$ cat config.mk
export PLATFORM = sky130hd
export DESIGN_NAME = mac_layer_sequencer
export DESIGN_NICKNAME = d
export VERILOG_FILES = /design/src/rtl/mac_seq_pkg.sv /design/src/rtl/mac_layer_sequencer_neuron_update.sv /design/src/rtl/mac_layer_sequencer.sv
export SDC_FILE = /design/constraint.sdc
export NUM_CORES = 1
export LEC_CHECK = 0
export ABC_AREA = 0
export CAP_MARGIN = 10
export CELL_PAD_IN_SITES_DETAIL_PLACEMENT = 1
export CELL_PAD_IN_SITES_GLOBAL_PLACEMENT = 2
export CORE_AREA = 2 2 150 152
export CTS_CLUSTER_SIZE = 25
export DETAILED_ROUTE_END_ITERATION = 7
export DIE_AREA = 0 0 152 154
export MAX_ROUTING_LAYER = met4
export PLACE_DENSITY = 0.81
export SLEW_MARGIN = 20
export SYNTH_ARGS = -nofsm -noshare
export SYNTH_HDL_FRONTEND = slang
export SYNTH_SLANG_ARGS = --single-unit
$ cat constraint.sdc
create_clock -name clk -period 4.7 [get_ports clk]
set_input_delay 0.705 -clock clk [delete_from_list [all_inputs] [get_ports clk]]
set_output_delay 0.705 -clock clk [all_outputs]
set_load 0.01 [all_outputs]
$ cat src/rtl/mac_seq_pkg.sv
// Shared types and helpers for the binary-layer MAC sequencer: the control
// state enum, width derivations from the top-level parameters, and the
// saturating add used by the leaky-integrate membrane update.
package mac_seq_pkg;

    typedef enum logic [1:0] {
        IDLE = 2'd0,
        RUN  = 2'd1,
        OUT  = 2'd2
    } seq_state_e;

    // Input/weight vector width: one bit per MAC lane.
    function automatic int calc_vec_w(input int n_stage);
        return 1 << n_stage;
    endfunction

    // MAC result width: holds -2**n_stage .. +2**n_stage in two's complement.
    function automatic int calc_y_w(input int n_stage);
        return n_stage + 2;
    endfunction

    // Address width for n entries, never narrower than one bit.
    function automatic int calc_aw(input int n);
        return (n > 1) ? $clog2(n) : 1;
    endfunction

    // Signed add clamped symmetrically to +/-(2**(w-1)-1), so the most
    // negative code is never produced and the range stays sign-symmetric.
    function automatic logic signed [31:0] sat_add(input logic signed [31:0] a,
                                                   input logic signed [31:0] b,
                                                   input int w);
        logic signed [32:0] s;
        logic signed [32:0] lim;
        s   = 33'(a) + 33'(b);
        lim = (33'sd1 <<< (w - 1)) - 33'sd1;
        if (s > lim) begin
            s = lim;
        end else if (s < -lim) begin
            s = -lim;
        end
        return 32'(s);
    endfunction

endpackage

$ cat src/rtl/mac_layer_sequencer_neuron_update.sv
// Per-neuron update for one MAC result. The default build is a stateless
// signed threshold compare; with LIF_MEMBRANE_EN defined the MAC result is
// integrated into a saturating membrane that resets to zero on firing.
module mac_neuron_update
    import mac_seq_pkg::*;
#(
    parameter int Y_W   = 8,
    parameter int MEM_W = 10,
    parameter int TH_W  = 8
) (
    input  logic signed [Y_W-1:0]   mac_y,
    input  logic signed [TH_W-1:0]  thr_q,
    input  logic signed [MEM_W-1:0] v_in,
    output logic                    fire,
    output logic signed [MEM_W-1:0] v_out
);

`ifdef LIF_MEMBRANE_EN
    logic signed [31:0] sum32;

    // Integrate, compare against the threshold, and reset the membrane on a spike.
    always_comb begin
        sum32 = sat_add(32'(v_in), 32'(mac_y), MEM_W);
        fire  = (sum32 >= 32'(thr_q));
        v_out = fire ? '0 : MEM_W'(sum32);
    end
`else
    // Plain signed compare; the membrane passes through untouched.
    always_comb begin
        fire  = (mac_y >= thr_q);
        v_out = v_in;
    end
`endif

endmodule

$ cat src/rtl/mac_layer_sequencer.sv
// Binary-layer sequencer: latches one input vector, streams one weight row
// per neuron through an external MAC, thresholds each result into a spike
// vector and hands it out over valid/ready.
// Optional feature macro: LIF_MEMBRANE_EN (persistent per-neuron membranes).
module mac_layer_sequencer
    import mac_seq_pkg::*;
#(
    parameter  int N_STAGE   = 6,
    parameter  int N_NEURONS = 8,
    parameter  int MEM_W     = 10,
    localparam int VEC_W     = calc_vec_w(N_STAGE),
    localparam int Y_W       = calc_y_w(N_STAGE),
    localparam int AW        = calc_aw(N_NEURONS),
`ifdef LIF_MEMBRANE_EN
    localparam int TH_W      = MEM_W
`else
    localparam int TH_W      = calc_y_w(N_STAGE)
`endif
) (
    input  logic                   clk,
    input  logic                   rst,
    input  logic                   x_valid,
    output logic                   x_ready,
    input  logic [VEC_W-1:0]       x_data,
    input  logic signed [TH_W-1:0] thresh,
    output logic                   w_rd_en,
    output logic [AW-1:0]          w_addr,
    input  logic [VEC_W-1:0]       w_data,
    output logic [VEC_W-1:0]       mac_w,
    output logic [VEC_W-1:0]       mac_x,
    input  logic signed [Y_W-1:0]  mac_y,
    output logic                   out_valid,
    input  logic                   out_ready,
    output logic [N_NEURONS-1:0]   spikes,
    output logic                   busy
);

    // cnt spans 0..N_NEURONS: N_NEURONS address-issue slots plus one drain slot.
    localparam int            CW       = calc_aw(N_NEURONS + 1);
    localparam logic [CW-1:0] CNT_LAST = CW'(N_NEURONS);

    seq_state_e              state;
    seq_state_e              state_nxt;
    logic [CW-1:0]           cnt;
    logic [CW-1:0]           cnt_m1;
    logic [AW-1:0]           nidx;
    logic signed [TH_W-1:0]  thr_q;
    logic                    accept;
    logic                    upd_en;
    logic                    fire;
    logic signed [MEM_W-1:0] v_cur;
    logic signed [MEM_W-1:0] v_nxt;

    // The weight row arrives already aligned with the cycle that consumes it.
    assign mac_w  = w_data;
    // The row read in slot cnt-1 is on mac_y now; that is the neuron to update.
    assign cnt_m1 = cnt - CW'(1);
    assign nidx   = cnt_m1[AW-1:0];

    // State register.
    always_ff @(posedge clk) begin
        // NOTE: sequential state uses non-blocking assignments so every register
        // samples pre-edge values regardless of block ordering.
        if (rst) begin
            state <= IDLE;
        end else begin
            state <= state_nxt;
        end
    end

    // Next-state decode and all handshake/memory-strobe outputs.
    always_comb begin
        // NOTE: every output gets a default first so no path leaves one unassigned
        // and no latch is inferred.
        state_nxt = state;
        x_ready   = 1'b0;
        out_valid = 1'b0;
        busy      = 1'b0;
        w_rd_en   = 1'b0;
        w_addr    = '0;
        accept    = 1'b0;
        upd_en    = 1'b0;
        case (state)
            IDLE: begin
                x_ready = 1'b1;
                if (x_valid) begin
                    accept    = 1'b1;
                    state_nxt = RUN;
                end
            end
            RUN: begin
                busy = 1'b1;
                if (cnt != CNT_LAST) begin
                    w_rd_en = 1'b1;
                    w_addr  = cnt[AW-1:0];
                end
                if (cnt != '0) begin
                    upd_en = 1'b1;
                end
                if (cnt == CNT_LAST) begin
                    state_nxt = OUT;
                end
            end
            OUT: begin
                busy      = 1'b1;
                out_valid = 1'b1;
                if (out_ready) begin
                    state_nxt = IDLE;
                end
            end
            default: state_nxt = IDLE;
        endcase
    end

    // Input latch, slot counter and spike vector.
    always_ff @(posedge clk) begin
        if (rst) begin
            cnt    <= '0;
            mac_x  <= '0;
            thr_q  <= '0;
            spikes <= '0;
        end else begin
            if (accept) begin
                mac_x <= x_data;
                thr_q <= thresh;
                cnt   <= '0;
            end else if (state == RUN && cnt != CNT_LAST) begin
                cnt <= cnt + CW'(1);
            end
            if (upd_en) begin
                spikes[nidx] <= fire;
            end
        end
    end

`ifdef LIF_MEMBRANE_EN
    logic signed [MEM_W-1:0] v_q [N_NEURONS];

    assign v_cur = v_q[nidx];

    // Membrane storage, written back once per neuron per pass.
    always_ff @(posedge clk) begin
        // NOTE: this small register array is reset explicitly because a reset
        // must discard all integrated history, unlike a RAM left uninitialised.
        if (rst) begin
            for (int i = 0; i < N_NEURONS; i++) begin
                v_q[i] <= '0;
            end
        end else if (upd_en) begin
            v_q[nidx] <= v_nxt;
        end
    end
`else
    // Stateless build: no membranes, and the update's membrane output has no consumer.
    logic unused_membrane;
    assign v_cur           = '0;
    assign unused_membrane = ^v_nxt;
`endif

    mac_neuron_update #(
        .Y_W   (Y_W),
        .MEM_W (MEM_W),
        .TH_W  (TH_W)
    ) u_update (
        .mac_y (mac_y),
        .thr_q (thr_q),
        .v_in  (v_cur),
        .fire  (fire),
        .v_out (v_nxt)
    );

endmodule
# Word-level counts from Yosys, hierarchy flattened
# Cells that the tools add are included.
[totals] register_bits=86 latchBits=0 mem_bits_rw=0 mem_bits_ro=0 inputBits=148 output_inout_bits=143 elab_cells=42 n_memories=0
[classes] add_sub_neg=2 multipliers=0 div=0 order_cmp=3 n_eq_ne=7 shift=0 n_mux=18 n_bitwise=0 n_reduce_logical=7
[op_table] operator="$mux W1" count=10
[op_table] operator="$bwmux W8" count=1
[op_table] operator="$ge A8 B8 Y1" count=1
[op_table] operator="$mux W2" count=3
[op_table] operator="$mux W3" count=2
[op_table] operator="$ne A2 B2 Y1 const B" count=3
[op_table] operator="$pmux W2 S3" count=1
[op_table] operator="$add A4 B1 Y4 const B" count=1
[op_table] operator="$eq A4 B4 Y1 const B" count=1
[op_table] operator="$lt A3 B4 Y1 const B" count=1
[op_table] operator="$ne A4 B4 Y1 const B" count=1
[op_table] operator="$reduce_bool A4 Y1" count=1
[op_table] operator="$reduce_or A2 Y1" count=2
[op_table] operator="$demux W1 S3" count=1
[op_table] operator="$ge A3 B1 Y1 const B" count=1
[op_table] operator="$reduce_and A3 Y1" count=1
[op_table] operator="$sub A3 B1 Y3 const B" count=1
[op_table] operator="$eq A2 B1 Y1 const B" count=1
[op_table] operator="$eq A2 B2 Y1 const B" count=1
[op_table] operator="$logic_and A1 B1 Y1" count=2
[op_table] operator="$logic_not A2 Y1" count=1

# Logic depth before layout (Yosys ltp)
[depth] word_depth=6 ltp_mapped=8 depth_no_buf=6

# By module
# Synthesis repeated with hierarchy kept, for this count alone.
[unflattened] cells_unflattened=509 hier_area_um2=4025.1
[by_module_without_submodules] mod="mac_layer_sequencer" n_inst=1 cells_per_inst=470 area_each_um2=3747.3 seq_area_each_um2=1721.7
[by_module_without_submodules] mod="mac_neuron_update" n_inst=1 cells_per_inst=39 area_each_um2=277.8 seq_area_each_um2=0.0

# Least setup slack after synthesis
# OpenSTA, ideal clock, no wires.
[synth_timing] path_type="reg2out" start="reg cnt[0]" end="out w_rd_en" arrival_ns=1.120 required_time_ns=3.995 slack_ns=2.875 path_stages_with_launch=5 path_buffers=0 path_cell_list="dfxtp_1 -> inv_1 -> ha_1 -> nand3b_1 -> and2_1"
[synth_between] elab_chain_cells=3
[synth_lines] element="from (decl)" line_no="mac_layer_sequencer.sv:44" source="logic [CW-1:0] cnt;"
[synth_lines] element="from (signal assigned)" line_no="mac_layer_sequencer.sv:128" source="cnt <= cnt + CW'(1);"
[synth_lines] element="$ne A4 B4 Y1" line_no="mac_layer_sequencer.sv:93" source="if (cnt != CNT_LAST) begin"
[synth_lines] element="$mux W1" line_no="mac_layer_sequencer.sv:93"
[synth_lines] element="$mux W1" line_no="mac_layer_sequencer.sv:83" source="case (state)"
[synth_lines] element="to (decl)" line_no="mac_layer_sequencer.sv:26" source="output logic w_rd_en,"
# No other way between the ends.

# Worst setup path after layout
# Same ends and word-level chain as after synthesis.

==> flow_summary.toml <==
[worst_setup_path]
path_buf_inv = 2
end_kind = "output pin"
critPathKind = "reg2out"
arrival_ps = 2210
crit_family = "buffers and inverters"
cpPeakStageDelay_ps = 560
crit_fanout = 7
cp-start-kind = "flop"
worst_path_max_delay_cell = "clkdlybuf4s50_1"
crit_chain = "inv_1, ha_1, nand3b_1, and2_1, clkdlybuf4s50_1"
reg2regPathDepth = 6
cp_num_cells = 5
worstPathRequired_ps = 3990

[routing]
drt-total-wl_um = 12200
routedWlPerCell_um = 14.2
drt_iter0_markers = 78
drc = 0
dr.pass1.iters = 4
vias = 3395
viasPerCell = 3.97
antenna_left = 0

[grt]
grt_pass1_wl_um = 19400
grt_max_degree = 87
grt-ovfl-total = 0
antenna_found_initial = 0
grt_pass1_vias = 3530
grt_usage_pct = 10.8

[synthesis]
yosysSeqAreaShare_pct = 44.6
synth_xor_area_share_pct = 0.909
synth.mux.area_fraction_pct = 0.260
synth_ff_type = "dfxtp_1"
synth_edf_count = 0
yosys-top-cells-area = "dfxtp_1, nand2_1, buf_4, a21oi_1, ha_1"
ys_types = 29
syn_area_um2 = 3860
yosys_register_bits = 86
synth.avg_cell_area_um2 = 7.93
ys_warn_count = 0
synthAdderAreaFrac_pct = 4.22
syn_inst = 486
async_flop_share_pct = 0
syn-num-nets = 647
yosys.area.top_type_share_pct = 44.6
yosysTopAreaCell = "dfxtp_1"
yosys.area_share.simple_pct = 18.6
synth_top_family_by_area = "simple AND/OR/NAND/NOR gates"
synth-compound-area-share_pct = 14.4

[finish]
syn2layout_area_growth_pct = 44.9
final_cells = 856
stdcell_area_um2 = 5590
drive_gt1_share_pct = 4.34
layout.nets = 732
fill_cells = 2552
layout_commonest_cell = "clkdlybuf4s50_1"
multiInputGateArea_um2 = 1490
diodes = 0
seq_area_um2 = 1720
most-common-layout-cells = "clkdlybuf4s50_1, nand2_1, a21oi_1, dfxtp_1, inv_1"

[cts]
htree_num_levels = 3
tritoncts = "yes"
clk_latency_ps = 340
cts_buffers = 9
cts_setup_buffers = 0
cts-resized-gates = 0
cts.sinks = 86
cts_root_buf = "clkbuf_16"
cts_hold_buf = 0
cts_buffer_depth = 2
clk_pin_slew_ps = 70

[placed_design]
dp.cells = 840
place_hpwl_um = 8560
port_buffers = 162
place_area_um2 = 5260
gp_congestion = 0.686

[timing]
finClkSkew_ps = 7.41
fin_setup_tns_ps = 0
timing.final.crit_period_ps = 2920
relSlewSlack_pct = 33.1
worstMarginPinSlew_ps = 1000
finalHoldViolCount = 0
maxSlewViolCount = 0
fmax_ghz = 0.343
setup_viol = 0
fin_crit_sh_pct = 62.1
rsz0062_at_grt = "false"

[run]
drv_cap = 0

[outcome]
outcome = "finished clean"

[pwr]
power.density_nw_per_um2 = 372
p_leak_nw = 1.99
ir_worst_vdd_v = 0.000140

[die]
fp-row-count = 54
die-area_um2 = 23400
die_w_um = 152
start_util_pct = 17.8
io_pins = 291
coreArea_um2 = 21700
die_h_um = 154

[min_path]
min_path_cells = 2
min_path_type = "reg2reg"
==> through the flow <==
step	utilization (%)	power, mW	hold WS, ps	setup WS [ps]
global placement	24.3	1.32	442	1930
detailed placement	24.3	1.33	449	1880
floorplan	-	1.12	436	2870
global route	25.8	2.21	466	1630
finish	25.8	2.08	452	1780
CTS	25.8	2.14	458	1740
==> layer usage <==
| layer | share of wire [%] | up-vias | global-route usage, % |
|---|---|---|---|
| met1 | 42 | 1537 | 11.4 |
| li1 | - | 1683 | - |
| met4 | 3.7 | 0 | 4.85 |
| met5 | 0 | - | - |
| met2 | 47 | 130 | 17.8 |
| met3 | 7.8 | 45 | 4.20 |
==> cells by family after synthesis <==
| group | Yosys count |
|---|---|
| simple gates | 174 |
| buf+inv | 107 |
| compound gates | 101 |
| flops | 86 |
| fa+ha+maj | 13 |
| xor+xnor | 4 |
| mux | 1 |
==> where the power goes <==
part	switching, mW	internal, mW
Sequential	0.0335	0.793
Combinational	0.235	0.234
Clock	0.315	0.467
==> registers in the layout (all words and copies together) (netlist names) <==
register / cells
thr_q: 8
state: 2
cnt: 4
mac_x: 64
spikes: 8
==> cells in the mapped netlist (2+ instances only) <==
cell type  count
a311oi_1       8
nor3b_2        2
nor2b_1        4
nand4_1        2
nor2_1         5
dfxtp_1       86
nand2_1      147
xor2_1         2
inv_1         16
ha_1          13
and3_1         3
a211oi_1       2
buf_2          5
a21oi_1       86
and2_1         4
clkbuf_1      20
buf_4         64
nor3_1         5
xnor2_1        2
==> layout make-up <==
class | count | share of cell area [%]
sequential | 86 | 30.8
timing repair buffer | 165 | 29.4
multi-input combinational | 293 | 26.7
tap | 280 | 6.27
clock buffer | 9 | 4.03
clock inverter | 7 | 1.77
inverter | 16 | 1.08
==> worst register-to-register path, delay by kind of cell (launching register included) <==
family	cells	cell delay, ps
AO/OA/AOI/OAI	1	160
adder cells (fa/ha/maj)	1	250
buffers and inverters	2	530
flip-flops	1	380
AND/OR/NAND/NOR	2	830
==> worst paths after layout <==
| path | startpoint | end | slack [ps] |
|---|---|---|---|
| hold / removal | mac_x[59] | mac_x[59] | 450 |
| setup reg to reg | state[0] | mac_x[18] | 2470 |
| setup / recovery | cnt[0] | w_rd_en | 1780 |
| hold reg to reg | mac_x[59] | mac_x[59] | 450 |
(Power assumes the default switching activity.)
